[config.mk]
export PLATFORM = sky130hd
export DESIGN_NAME = jtframe_prom_ctl
export DESIGN_NICKNAME = d
export VERILOG_FILES = /design/src/rtl/jtframe_prom_ctl.sv
export SDC_FILE = /design/constraint.sdc
export NUM_CORES = 1
export LEC_CHECK = 0
export ABC_AREA = 1
export BUFFER_PORTS_ARGS = -buffer_cell sky130_fd_sc_hd__buf_2
export CAP_MARGIN = 20
export CORE_MARGIN = 2
export CORE_UTILIZATION = 49
export DETAILED_ROUTE_END_ITERATION = 8
export HOLD_SLACK_MARGIN = 0.03
export PLACE_DENSITY_LB_ADDON = 0.05
export SETUP_SLACK_MARGIN = 0.15
export SYNTH_ARGS = -nofsm -noshare
export SYNTH_HDL_FRONTEND = slang
export SYNTH_SLANG_ARGS = --single-unit
[constraint.sdc]
create_clock -name clk -period 4.2 [get_ports clk]
set_input_delay 0.21 -clock clk [delete_from_list [all_inputs] [get_ports clk]]
set_output_delay 0.21 -clock clk [all_outputs]
set_load 0.05 [all_outputs]
[src/rtl/jtframe_prom_ctl.sv]
// PROM/RAM sequencer. The write side takes the ioctl download stream, keeps
// only the bytes inside this memory's address window, packs them into DW-bit
// words and issues write pulses. The read side shares the single synchronous
// read port between two requesters, A and B, using a round-robin arbiter.
module jtframe_prom_ctl #(
   parameter int DW    = 8,
   parameter int AW    = 10,
   parameter int START = 0
) (
   input  logic          clk,
   input  logic          rst,
   input  logic          downloading,
   input  logic [24:0]   ioctl_addr,
   input  logic [7:0]    ioctl_dout,
   input  logic          ioctl_wr,
   output logic          prom_we,
   output logic [AW-1:0] prom_wr_addr,
   output logic [DW-1:0] prom_data,
   output logic [AW-1:0] prom_rd_addr,
   output logic          prom_cen,
   input  logic [DW-1:0] prom_q,
   input  logic          a_req,
   input  logic [AW-1:0] a_addr,
   output logic          a_ok,
   output logic [DW-1:0] a_dout,
   input  logic          b_req,
   input  logic [AW-1:0] b_addr,
   output logic          b_ok,
   output logic [DW-1:0] b_dout,
   output logic          done
);

   localparam int             BYTES    = DW / 8;
   localparam int             SHIFT    = BYTES - 1;
   localparam bit             PACK     = (DW == 16);
   localparam logic [25:0]    WIN_LO   = 26'(START);
   localparam logic [25:0]    WIN_SIZE = 26'((2 ** AW) * BYTES);

   typedef enum logic [1:0] {
      ST_IDLE,
      ST_ISSUE,
      ST_CAPTURE,
      ST_FINISH
   } state_t;

   state_t      state;
   logic        rr_b;
   logic        grant_b;
   logic        pick_b;
   logic        dl_d;
   logic        wrote;
   logic [25:0] addr_ext;
   logic [24:0] offset;
   logic        in_win;
   logic        accept;
   logic        wr_hit;

   // The window test is done on the offset so that every offset bit matters,
   // not just the ones that end up forming the word address.
   assign addr_ext = {1'b0, ioctl_addr};
   assign offset   = ioctl_addr - 25'(START);
   assign in_win   = (addr_ext >= WIN_LO) && ({1'b0, offset} < WIN_SIZE);
   assign accept   = ioctl_wr & downloading & in_win;
   // A byte that completes a word produces a write; for 16-bit words that is the odd byte.
   assign wr_hit   = accept & (~PACK | offset[0]);

   // When both ports request, the one that was not served last wins.
   assign pick_b   = b_req & (~a_req | ~rr_b);

   generate
      if (PACK) begin : g_w16
         logic [7:0] byte_lo;

         // Even bytes wait in byte_lo; the odd byte completes the word and triggers the write.
         always_ff @(posedge clk) begin
            if (rst) begin
               prom_we      <= 1'b0;
               prom_wr_addr <= '0;
               prom_data    <= '0;
               byte_lo      <= 8'h00;
            end else begin
               prom_we <= 1'b0;
               if (accept) begin
                  if (!offset[0]) begin
                     byte_lo <= ioctl_dout;
                  end else begin
                     prom_we      <= 1'b1;
                     prom_wr_addr <= offset[AW-1+SHIFT:SHIFT];
                     prom_data    <= {ioctl_dout, byte_lo};
                  end
               end
            end
         end
      end else begin : g_w8
         // Every accepted byte is a complete word and is written straight away.
         always_ff @(posedge clk) begin
            if (rst) begin
               prom_we      <= 1'b0;
               prom_wr_addr <= '0;
               prom_data    <= '0;
            end else begin
               prom_we <= 1'b0;
               if (accept) begin
                  prom_we      <= 1'b1;
                  prom_wr_addr <= offset[AW-1+SHIFT:SHIFT];
                  prom_data    <= ioctl_dout;
               end
            end
         end
      end
   endgenerate

   // done is cleared when a download starts and set when it ends, provided this memory was written.
   always_ff @(posedge clk) begin
      if (rst) begin
         dl_d  <= 1'b0;
         wrote <= 1'b0;
         done  <= 1'b0;
      end else begin
         dl_d <= downloading;
         if (downloading && !dl_d) begin
            done  <= 1'b0;
            wrote <= 1'b0;
         end
         if (!downloading && dl_d && wrote) begin
            done <= 1'b1;
         end
         if (wr_hit) begin
            wrote <= 1'b1;
         end
      end
   end

   // Read arbiter: grant, drive the read port for one cycle, capture the data, then pulse ok.
   always_ff @(posedge clk) begin
      if (rst) begin
         state        <= ST_IDLE;
         rr_b         <= 1'b1;
         grant_b      <= 1'b0;
         prom_rd_addr <= '0;
         prom_cen     <= 1'b0;
         a_ok         <= 1'b0;
         b_ok         <= 1'b0;
         a_dout       <= '0;
         b_dout       <= '0;
      end else begin
         prom_cen <= 1'b0;
         a_ok     <= 1'b0;
         b_ok     <= 1'b0;
         case (state)
            ST_IDLE: begin
               if (!downloading && (a_req || b_req)) begin
                  grant_b      <= pick_b;
                  prom_rd_addr <= pick_b ? b_addr : a_addr;
                  prom_cen     <= 1'b1;
                  state        <= ST_ISSUE;
               end
            end
            ST_ISSUE: begin
               state <= ST_CAPTURE;
            end
            ST_CAPTURE: begin
               if (grant_b) begin
                  b_dout <= prom_q;
                  b_ok   <= 1'b1;
               end else begin
                  a_dout <= prom_q;
                  a_ok   <= 1'b1;
               end
               rr_b  <= grant_b;
               state <= ST_FINISH;
            end
            ST_FINISH: begin
               state <= ST_IDLE;
            end
            default: begin
               state <= ST_IDLE;
            end
         endcase
      end
   end

endmodule
Word-level counts from Yosys, hierarchy flattened
Index checks and enable logic that the tools add are counted.

Flip-flop bits (word level): 55. Latch bits: 0. RAM bits: 0. Bits in read-only memories: 0. Bits of input ports: 67. Word-level logic and storage cells: 56. Memories kept: 0.

Add/sub/neg operators: 0. Multiply operators: 0. Div/mod/pow operators: 0. $lt $le $gt $ge: 2. Eq/ne operators: 4. Shift operators: 0. Mux-type cells: 10. Bitwise logic cells: 9. Reductions and logical operators: 16.

Operators with widths (number): 25-bit by 1-bit >= comparator with 1-bit output, second input constant (1); 25-bit by 11-bit < comparator with 1-bit output, second input constant (1); 10-bit 2-to-1 mux (1); 2-bit one-hot mux with 4 select lines (1); 1-bit 2-to-1 mux (7); 2-bit AND reduction (3); 1-bit logical AND (5); 1-bit inverter (5); 2-bit == test, second input constant (2); 2-bit nonzero test (2); 2-bit OR reduction (2); 1-bit AND (3); 2-bit by 1-bit == test with 1-bit output, second input constant (1); 1-bit zero test (2); 2-bit zero test (1); 2-bit 2-to-1 mux (1); 2-bit inequality test, second input constant (1); 1-bit logical OR (1); 1-bit OR (1).

Depth between registers and ports, before layout
Gate-level depths: netlist of the first run.

Word-level depth: 4. Depth in mapped cells: 8. Depth with buffers taken out: 7.

Worst setup path after synthesis of the first run
No wires, ideal clock.

Path kind: reg-to-reg. Start point: register state[0]. End point: register prom_rd_addr[1]. Library setup time: 0.120 ns. Arrival time: 1.251 ns. Required time: 4.080 ns. Setup slack: 2.829 ns. Cell stages (with the launch flop): 9. Clock period less this slack: 1.371 ns. Cell sequence: dfxtp_1 > inv_1 > ha_1 > inv_1 > nor3_1 > inv_1 > buf_2 > a21oi_1 > a21oi_1.

Cells in the longest elaborated chain, start to end: 2.

Ends and longest elaborated chain: start: declaration (RTL line 46) `state_t state;`; start signal: assignment (RTL line 137) `state <= ST_IDLE;`; start signal: assignment (RTL line 156) `state <= ST_ISSUE;`; start signal: assignment (RTL line 160) `state <= ST_CAPTURE;`; 2-bit zero test (RTL line 150) `case (state)`; 2-bit AND reduction (no source line); end signal: assignment (RTL line 154) `prom_rd_addr <= pick_b ? b_addr : a_addr;`; end: declaration (RTL line 19) `output logic [AW-1:0] prom_rd_addr,`.

Every way passes these cells. A chain may end at the register's enable or synchronous reset.

Worst setup path after layout of the first run
Start point: register state[0]. End point: register prom_rd_addr[9].

Same word-level chain as after synthesis.

==> summary.txt, run 1 <==
Outcome
  – Result of the run: complete, no violations

Worst setup path
  – Reg2reg end: prom_rd_addr[9]
  – Setup slack, reg-to-reg: about 2.4 ns
  – Largest delay share family, worst path: buffers and inverters
  – Critical path class: register to register
  – CP Buf/Inv Count: 4
  – CP required: 4.41 ns
  – Crit path cell chain: inv_1 -> ha_1 -> inv_1 -> nor3_1 -> buf_2 -> inv_1 -> a21oi_1 -> a21oi_1
  – Crit-path max FO: 11
  – Crit-path max cell delay: 0.33 ns
  – Slowest cell on crit path: dfxtp_1
  – Reg2Reg Launch Point: state[0]
  – Most frequent CP cell: inv_1
  – Worst endpoint data arrival time: between 1.5 and 2 ns
  – R2R depth: 8
  – Crit start category: register
  – Cell depth of the worst setup path: 8
  – Crit end category: register

Pwr
  – P_sw: 587 uW
  – Reg power frac: 41.9%
  – Combinational share of power: between 30% and 40%
  – Sw Ratio: 38.9%
  – Power Internal: 920 uW
  – Pleak: 1.74 nW
  – Worst VDD drop: 0.413 mV
  – Clock power share: 24.8%
  – PD cells: 480 mW/mm^2

STA
  – Final Hold Fails: 0
  – Final Setup Violations: 0
  – Fmax: 561 MHz
  – Fin crit share: a little over two fifths
  – Rel. slew slack: a little over two fifths
  – Final worst slack: 2.42 ns
  – Unrepaired setup endpoints after global routing: no
  – Worst Tran Pin Value: 0.848 ns
  – Final Max Slew Viols: 0
  – Clk_skew: 0.00738 ns
  – Min cycle time layout: between 1.5 and 2 ns
  – Post-Route Setup TNS: 0 ns

Job
  – Max-cap violations: 0

Global route
  – Vias in the first global route: 1999
  – Global-route wire length before repair: 8.76 mm
  – Largest net degree at the start of global routing: 40
  – Initial antenna violation count: 0
  – Total track usage: 20.4%
  – Gr ovfl total: 0

Die
  – Die height: 74.2 um
  – Die Wd: about 74 um
  – Core area: approximately 0.0047 mm^2
  – # rows: 25
  – I/O pins: 116
  – Initial Util: 51.1%
  – DIE AREA: 0.00550 mm^2

Clock tree
  – Clock transition at path regs: 0.10 ns
  – Hold_buf cts: 0
  – H-tree Lvls: 2
  – Number of setup buffers added after CTS: 0
  – Maximum root-to-sink buffer count: 2
  – CTS tree: yes
  – # clock sinks: 55
  – Total CTS buffers: 5
  – Cts repair resizes: 0
  – Worst-Skew Late Latency: 0.32 ns
  – Root Driver: clkbuf_8

Synth
  – Post-synthesis xor/xnor area fraction: 0%
  – Gate count after technology mapping: 343
  – Multiplexer share of the synthesized area: 0%
  – Largest family of logic cells by synthesized area: simple AND/OR/NAND/NOR gates
  – Synth Area in Adders: 1.56%
  – Yosys top cell by area: dfxtp_1
  – Simple-gate share of the synthesized area: 24.9%
  – Register area share after synthesis: 45.6%
  – Post-Syn Nets: 413
  – Mapped Avg Cell Area: 7.03 um^2
  – Yosys cell types: 22
  – Synth top area share: 45.6%
  – Leading post-synthesis cells by cell area: dfxtp_1 46%, inv_1 11%, nand2_1 10%
  – Warnings, synthesis: 0
  – Synthesized cell area: 0.00241 mm^2
  – Number of synthesized register bits: 55
  – Complex-gate fraction of the synthesized area: 12.7%

Finish
  – Multi-input logic area: 943 um^2
  – Commonest non-fill, non-tap cell in the layout: buf_2
  – Commonest non-fill, non-tap cells in the layout: 116 x buf_2, 73 x inv_1, 66 x nand2_1
  – Register area: 0.00110 mm^2
  – Fill count: around 460
  – Nets: 522
  – Area grow syn2layout: 30.1%
  – ANT cells: 0
  – Layout cells sized above 1: 29.1%
  – Final Util: 66.5%

Drt
  – Via/cell ratio: 4.56
  – DRT iter0 DRCs: 79
  – Post-route ant nets: 0
  – DR DRC count: 0
  – 1st-pass router iterations: 4
  – DRT Wirelength: 5.68 mm
  – Via Count: 2373
  – Wire length per cell: 10.9 um

Placement
  – Pre-CTS setup slack: 1.78 ns
  – GPL Wtd Cong: between 0.7 and 0.8
  – Dpl hpwl: 4.07 mm
  – PortBufs: 115

Min path
  – Min-delay src: prom_q[0]
  – Worst Hold Class: input port to register
  – Hold EP: a_dout[0]
  – Hold path cells: 3
[state kept, by name, summed over array words and instances (netlist names), 2 cells and up]
signal and cells:
prom_rd_addr 10, state 2, a_dout 8, prom_data 8
b_dout 8, prom_wr_addr 10
[cells by family (layout without fill, tap and decap cells)]
family,after synthesis,after routing
AO/OA/AOI/OAI,61,61
adder cells (fa/ha/maj),3,3
buffers and inverters,90,200
flip-flops,55,55
AND/OR/NAND/NOR,134,134
[routing by layer]
layer,wire length (um),vias to the layer above,GRT usage [%],part of all wire [%]
met3,299,11,4.47,5.3
met5,0,-,0,0
met4,119,0,7.88,2.1
li1,-,1266,-,-
met2,2770,68,35.0,49
met1,2490,1028,24.9,44
[stage by stage]
stage,power [mW],hold WS (ns),area (um^2),std cells
2_1_floorplan,1.01,0.342,2410,343
3_3_place_gp,1.13,0.434,2990,510
3_5_place_dp,1.14,0.445,2990,510
4_1_cts,1.51,0.129,3110,518
5_1_grt,1.58,0.133,3140,520
6_report,1.51,0.137,3140,520
[Yosys cell counts (all sizes together)]
cell type and n:
o21ai 29, inv 73, dfxtp 55, nand4 18
clkbuf 3, buf 12, nand2 68, nor3 5
ha 3, and2 1, or2 1, nand3 2
nor2 39, clkinv 2, a21oi 32
[worst max path at each step]
stage                     slack (ns)     start              end
final                           2.42  state[0]  prom_rd_addr[9]
after global routing            2.25  state[0]  prom_rd_addr[4]
after CTS                       1.79  state[0]  prom_rd_addr[9]
after detailed placement        1.78  state[0]  prom_rd_addr[9]
after global placement          1.94  state[0]  prom_rd_addr[5]
after floorplan                 2.83  state[0]  prom_rd_addr[1]
[worst register-to-register path, cell delays in order (launching register included)]
cell     delay [ns]
dfxtp_1        0.33
inv_1          0.10
ha_1           0.15
inv_1          0.06
nor3_1         0.28
buf_2          0.27
inv_1          0.20
a21oi_1        0.19
a21oi_1        0.08
[power groups by stage]
| stage | sequential, mW | clock, mW | combinational (mW) |
|---|---|---|---|
| 4_1_cts | 0.631 | 0.382 | 0.501 |
| 2_1_floorplan | 0.852 | 0 | 0.160 |
| 3_3_place_gp | 0.641 | 0 | 0.486 |
| 6_report | 0.631 | 0.373 | 0.503 |
| 5_1_grt | 0.639 | 0.401 | 0.543 |
| 3_5_place_dp | 0.641 | 0 | 0.500 |
[cell type report]
cell class | count | share of cell area, %
tap | 67 | 2.67
clock inverter | 2 | 1.24
sequential | 55 | 35.1
clock buffer | 6 | 2.63
inverter | 75 | 8.97
multi-input combinational | 198 | 30.1
timing repair buffer | 117 | 19.4
Note: power is estimated with default switching activity, not from simulation.
==> run 2, diff against run 1 <==
CORE_UTILIZATION = 41   (was 49)
clock period = 1.49 ns   (was 4.2 ns; I/O delays follow)
==> run 2 against run 1 <==
Against the previous run: worst hold slack got worse by 0.10 ns; sequential cell count stayed put; global-route usage shrank 1.1 points; critical endpoint is now prom_rd_addr[0]; utilization decreased by 3.5 points; largest power group unchanged; sequential share of layout area fell by 3.8 points; die area up 18%.
==> summary.txt, run 2 (synthesized netlist as in run 1, its figures left out) <==
Placement
  – Placed instance count: 521 (was 510)
  – Dpl hpwl: 4.16 mm (was 4.07 mm)
  – PortBufs: 115 (unchanged)
  – GPL Wtd Cong: 0.731 (was 0.797)

Worst setup path
  – CP required: 1.74 ns (was 4.41 ns)
  – Crit-path max FO: 6 (was 11)
  – Reg2reg end: prom_rd_addr[0] (was prom_rd_addr[9])
  – R2R depth: 8 (unchanged)
  – Setup slack, reg-to-reg: 0.13 ns (was 2.42 ns)
  – Crit end category: register (unchanged)
  – Worst endpoint data arrival time: 1.60 ns (was 1.99 ns)
  – Crit start category: register (unchanged)
  – Critical path class: register to register (unchanged)
  – Reg2Reg Launch Point: state[1] (was state[0])

Die
  – I/O pins: 116 (unchanged)
  – Die Wd: 80.7 um (was 74.2 um)
  – Initial Util: 43.0% (was 51.1%)
  – Core area: 0.00561 mm^2 (was 0.00472 mm^2)
  – # rows: 27 (was 25)
  – DIE AREA: 0.00651 mm^2 (was 0.00550 mm^2)
  – Die height: 80.7 um (was 74.2 um)

STA
  – Worst Tran Pin Value: 0.394 ns (was 0.848 ns)
  – Min cycle time layout: 1.36 ns (was 1.78 ns)
  – Final Max Slew Viols: 0 (unchanged)
  – Rel. slew slack: 73.7% (was 43.4%)
  – Unrepaired setup endpoints after global routing: yes (was no)
  – Final Setup Violations: 0 (unchanged)
  – Fmax: 738 MHz (was 561 MHz)
  – Clk_skew: 0.00445 ns (was 0.00738 ns)
  – Final Hold Fails: 0 (unchanged)
  – Post-Route Setup TNS: 0 ns (unchanged)
  – Fin crit share: 91.0% (was 42.4%)

Pwr
  – P_sw: 1.77 mW (was 587 uW)
  – Sw Ratio: 38.9% (about the same)
  – Pleak: 1.88 nW (was 1.74 nW)
  – Clock power share: 23.0% (was 24.8%)
  – Worst VDD drop: 0.827 mV (was 0.413 mV)
  – Reg power frac: 39.7% (was 41.9%)
  – Overall Power: 4.55 mW (was 1.51 mW)
  – Power Internal: 2.78 mW (was 920 uW)
  – PD cells: 1290 mW/mm^2 (was 480 mW/mm^2)
  – Combinational share of power: 37.3% (was 33.4%)

Finish
  – Top flop regs: prom_rd_addr: 10 flops, prom_wr_addr: 10 flops (unchanged)
  – ANT cells: 0 (unchanged)
  – Layout cells sized above 1: 32.9% (was 29.1%)
  – Commonest non-fill, non-tap cell in the layout: buf_2 (unchanged)
  – Commonest non-fill, non-tap cells in the layout: 115 x buf_2, 67 x inv_1, 64 x nand2_1 (was 116 x buf_2, 73 x inv_1, 66 x nand2_1)
  – Fin cells: 558 (was 520)
  – Area grow syn2layout: 46.4% (was 30.1%)
  – Nets: 555 (was 522)
  – Fill count: 562 (was 463)

Global route
  – Global-route wire length before repair: 9.91 mm (was 8.76 mm)
  – Initial antenna violation count: 0 (unchanged)
  – Largest net degree at the start of global routing: 20 (was 40)
  – Vias in the first global route: 2272 (was 1999)
  – Gr ovfl total: 0 (unchanged)
  – Total track usage: 19.3% (was 20.4%)

Min path
  – Min-delay src: b_addr[8] (was prom_q[0])
  – Worst Hold Class: input port to register (unchanged)
  – Hold EP: prom_rd_addr[8] (was a_dout[0])
  – Hold path cells: 3 (unchanged)

Drt
  – DRT iter0 DRCs: 49 (was 79)
  – DR DRC count: 0 (unchanged)
  – Wire length per cell: 11.3 um (was 10.9 um)
  – Via/cell ratio: 4.60 (was 4.56)
  – Via Count: 2565 (was 2373)
  – DRT Wirelength: 6.32 mm (was 5.68 mm)
  – 1st-pass router iterations: 4 (unchanged)
  – Post-route ant nets: 0 (unchanged)

Clock tree
  – CTS tree: yes (unchanged)
  – Clock transition at path regs: 0.10 ns (about the same)
  – Worst-Skew Late Latency: 0.31 ns (was 0.32 ns)
  – Root Driver: clkbuf_8 (unchanged)
  – # clock sinks: 55 (unchanged)
  – Total CTS buffers: 5 (unchanged)
  – H-tree Lvls: 2 (unchanged)
  – Maximum root-to-sink buffer count: 2 (unchanged)

Outcome
  – Result of the run: complete, no violations (unchanged)

Job
  – Max-cap violations: 0 (unchanged)
## run 2: worst max-delay path by stage
stage | start | endpoint | cells past startpoint
2_1_floorplan | state[0] | prom_rd_addr[1] | 8
4_1_cts | state[0] | b_dout[0] | 7
3_3_place_gp | state[0] | b_dout[0] | 7
5_1_grt | state[1] | prom_rd_addr[7] | 8
3_5_place_dp | state[0] | prom_rd_addr[0] | 7
6_report | state[1] | prom_rd_addr[0] | 8
## run 2: cell type report
type                            instances  area (um^2)  share of cell area (%)
Timing Repair Buffer                  147          912                    25.8
Timing Repair inverter                  3         22.5                   0.638
Multi-Input combinational cell        198          991                    28.1
Clock inverter                          2         38.8                    1.10
Inverter                               75          292                    8.25
Clock buffer                            6         82.6                    2.34
Sequential cell                        55         1100                    31.2
Tap cell                               72         90.1                    2.55
## run 2: worst max-delay path: stages, from the launching register on
cell and delay, ns:
dfxtp_2 0.34, inv_2 0.08, ha_4 0.13, inv_2 0.05
nor3_4 0.22, buf_6 0.16, clkbuf_16 0.14, o21ai_1 0.06
a21oi_1 0.13
## run 2: power groups by stage
stage	Combinational [mW]	Clock (mW)	Sequential, mW
after floorplan	0.456	0	2.40
after global placement	1.40	0	1.81
after detailed placement	1.42	0	1.81
after CTS	1.50	1.08	1.78
after global routing	1.84	1.13	1.83
final	1.70	1.04	1.81
## run 2: timing repair
item                       4_1_cts  5_1_grt
pin swaps                        0        2
gates cloned                     1        3
setup buffers                    0        3
hold buffers                    22        0
setup endpoints to repair       18       28
hold endpoints to repair        24        0
gates resized for setup          4       35
## run 2: through the flow
step / worst slack [ns] / utilization (%) / hold slack, ns / instance area [um^2]
final: 0.135 / 63.0 / 0.0340 / 3530
after global routing: 0.0286 / 63.0 / 0.0450 / 3530
after CTS: 0.151 / 60.8 / 0.0302 / 3410
after detailed placement: 0.139 / 54.5 / 0.330 / 3050
after global placement: 0.179 / 54.5 / 0.323 / 3050
after floorplan: 0.200 / - / 0.206 / 2420
## run 2: layer usage
metal / vias to the layer above / share of wire, % / GRT usage (%) / routed length, um
met5: - / 0 / 0 / 0
met4: 0 / 1.3 / 5.59 / 82
met3: 8 / 5.0 / 3.82 / 314
met2: 67 / 50 / 34.8 / 3140
met1: 1149 / 44 / 23.2 / 2790
li1: 1341 / - / - / -
==> run 3, diff against run 2 <==
CORE_UTILIZATION = 46   (was 41)
clock period = 1.5 ns   (was 1.49 ns; I/O delays follow)
==> run 3 against run 2 <==
Against the previous run: wire length rose by 0.16%; total power is 5.6% lower; via count up 1.6%; global-route usage rose by 2.7 points; sequential power barely moved; worst hold slack improved by 0.00075 ns.
==> summary.txt, run 3 (synthesized netlist as in run 1, its figures left out) <==
Outcome
  – Result of the run: complete, no violations (unchanged)

STA
  – Unrepaired setup endpoints after global routing: yes (unchanged)
  – Final worst slack: 0.185 ns (was 0.135 ns)
  – Final Setup Violations: 0 (unchanged)
  – Worst Tran Pin Value: 0.299 ns (was 0.394 ns)
  – Post-Route Setup TNS: 0 ns (unchanged)
  – Fin crit share: 87.7% (was 91.0%)
  – Worst hold margin: 0.0348 ns (was 0.0340 ns)
  – Final Hold Fails: 0 (unchanged)
  – Final Max Slew Viols: 0 (unchanged)
  – Fmax: 760 MHz (was 738 MHz)
  – Rel. slew slack: 80.0% (was 73.7%)
  – Clk_skew: 0.00401 ns (was 0.00445 ns)
  – Min cycle time layout: 1.32 ns (was 1.36 ns)

Pwr
  – Pleak: 1.88 nW (about the same)
  – PD cells: 1230 mW/mm^2 (was 1290 mW/mm^2)
  – Overall Power: 4.29 mW (was 4.55 mW)
  – Worst VDD drop: 1.01 mV (was 0.827 mV)

Drt
  – DR DRC count: 0 (unchanged)
  – 1st-pass router iterations: 4 (unchanged)
  – Wire length per cell: 11.4 um (was 11.3 um)
  – Via Count: 2606 (was 2565)
  – DRT Wirelength: 6.33 mm (was 6.32 mm)
  – DRT iter0 DRCs: 42 (was 49)
  – Post-route ant nets: 0 (unchanged)
  – Via/cell ratio: 4.67 (was 4.60)

Die
  – Core area: 0.00507 mm^2 (was 0.00561 mm^2)
  – I/O pins: 116 (unchanged)
  – DIE AREA: 0.00584 mm^2 (was 0.00651 mm^2)
  – # rows: 26 (was 27)
  – Die height: 76.4 um (was 80.7 um)
  – Die Wd: 76.4 um (was 80.7 um)
  – Initial Util: 47.5% (was 43.0%)

Clock tree
  – Worst-Skew Late Latency: 0.31 ns (about the same)
  – Root Driver: clkbuf_8 (unchanged)
  – Clock transition at path regs: 0.10 ns (about the same)
  – Total CTS buffers: 5 (unchanged)
  – H-tree Lvls: 2 (unchanged)
  – Number of setup buffers added after CTS: 0 (unchanged)
  – Maximum root-to-sink buffer count: 2 (unchanged)
  – # clock sinks: 55 (unchanged)
  – CTS tree: yes (unchanged)

Finish
  – Register area: 0.00110 mm^2 (unchanged)
  – Top flop regs: prom_rd_addr: 10 flops, prom_wr_addr: 10 flops (unchanged)
  – Multi-input logic area: 988 um^2 (was 991 um^2)
  – Area grow syn2layout: 44.7% (was 46.4%)
  – Commonest non-fill, non-tap cell in the layout: buf_2 (unchanged)
  – ANT cells: 0 (unchanged)
  – Layout cells sized above 1: 32.0% (was 32.9%)
  – Commonest non-fill, non-tap cells in the layout: 115 x buf_2, 69 x inv_1, 65 x nand2_1 (was 115 x buf_2, 67 x inv_1, 64 x nand2_1)
  – Fin cells: 558 (unchanged)
  – Nets: 557 (was 555)
  – Fill count: 459 (was 562)

Placement
  – Dpl hpwl: 4.26 mm (was 4.16 mm)
  – Placed instance count: 522 (was 521)
  – PortBufs: 115 (unchanged)
  – GPL Wtd Cong: 0.763 (was 0.731)
  – Pre-CTS setup slack: 0.0972 ns (was 0.139 ns)

Worst setup path
  – Critical path class: register to register (unchanged)
  – Worst endpoint data arrival time: 1.56 ns (was 1.60 ns)
  – CP required: 1.75 ns (was 1.74 ns)
  – R2R depth: 7 (was 8)
  – Crit-path max FO: 6 (unchanged)
  – Crit start category: register (unchanged)
  – Crit end category: register (unchanged)

Global route
  – Largest net degree at the start of global routing: 21 (was 20)
  – Gr ovfl total: 0 (unchanged)
  – Total track usage: 22.1% (was 19.3%)
  – Vias in the first global route: 2531 (was 2272)
  – Initial antenna violation count: 0 (unchanged)
  – Global-route wire length before repair: 10.6 mm (was 9.91 mm)

Min path
  – Worst Hold Class: input port to register (unchanged)
  – Hold path cells: 3 (unchanged)

Job
  – Max-cap violations: 0 (unchanged)
## run 3: through the flow
stage | area [um^2] | util (%)
after floorplan | 2420 | -
after global placement | 3060 | 60.3
after detailed placement | 3060 | 60.3
after CTS | 3430 | 67.5
after global routing | 3490 | 68.8
final | 3490 | 68.8
## run 3: final timing paths
path | startpoint | to | slack [ns]
min reg2reg | b_dout[0] | b_dout[0] | 0.47
min | b_addr[8] | prom_rd_addr[8] | 0.03
max | state[1] | prom_rd_addr[1] | 0.18
max reg2reg | state[1] | prom_rd_addr[1] | 0.18
## run 3: report_power, final
part	switching, mW	total, mW	internal (mW)
logic	1.14	1.64	0.502
clock network	0.519	0.857	0.338
registers	0.120	1.80	1.68
## run 3: layout make-up
cell class | instances | share of cell area (%)
multi-input cells | 198 | 28.3
well taps | 70 | 2.51
clock inverters | 3 | 0.681
clock buffers | 5 | 1.97
repair inverters | 1 | 0.215
flip-flops and latches | 55 | 31.6
inverters | 75 | 8.39
repair buffers | 151 | 26.3
## run 3: repair_timing
item,4_1_cts,5_1_grt
endpoints found under the hold margin,25,0
hold buffers,26,0
pin swaps,1,1
setup endpoints to repair,10,28
gates cloned,1,1
resized for setup,3,35
## run 3: critical path, stage by stage (launching register included)
cell,delay [ns]
dfxtp_2,0.34
inv_2,0.08
ha_4,0.14
inv_4,0.04
nor3_4,0.27
buf_6,0.17
o21ai_0,0.07
a21oi_1,0.13
## run 3: per-layer routing
layer | track usage (%) | part of all wire [%] | vias up
met2 | 41.1 | 52 | 79
met5 | 0 | 0 | -
met3 | 4.62 | 4.6 | 16
li1 | - | - | 1345
met1 | 24.4 | 41 | 1166
met4 | 8.55 | 2.5 | 0
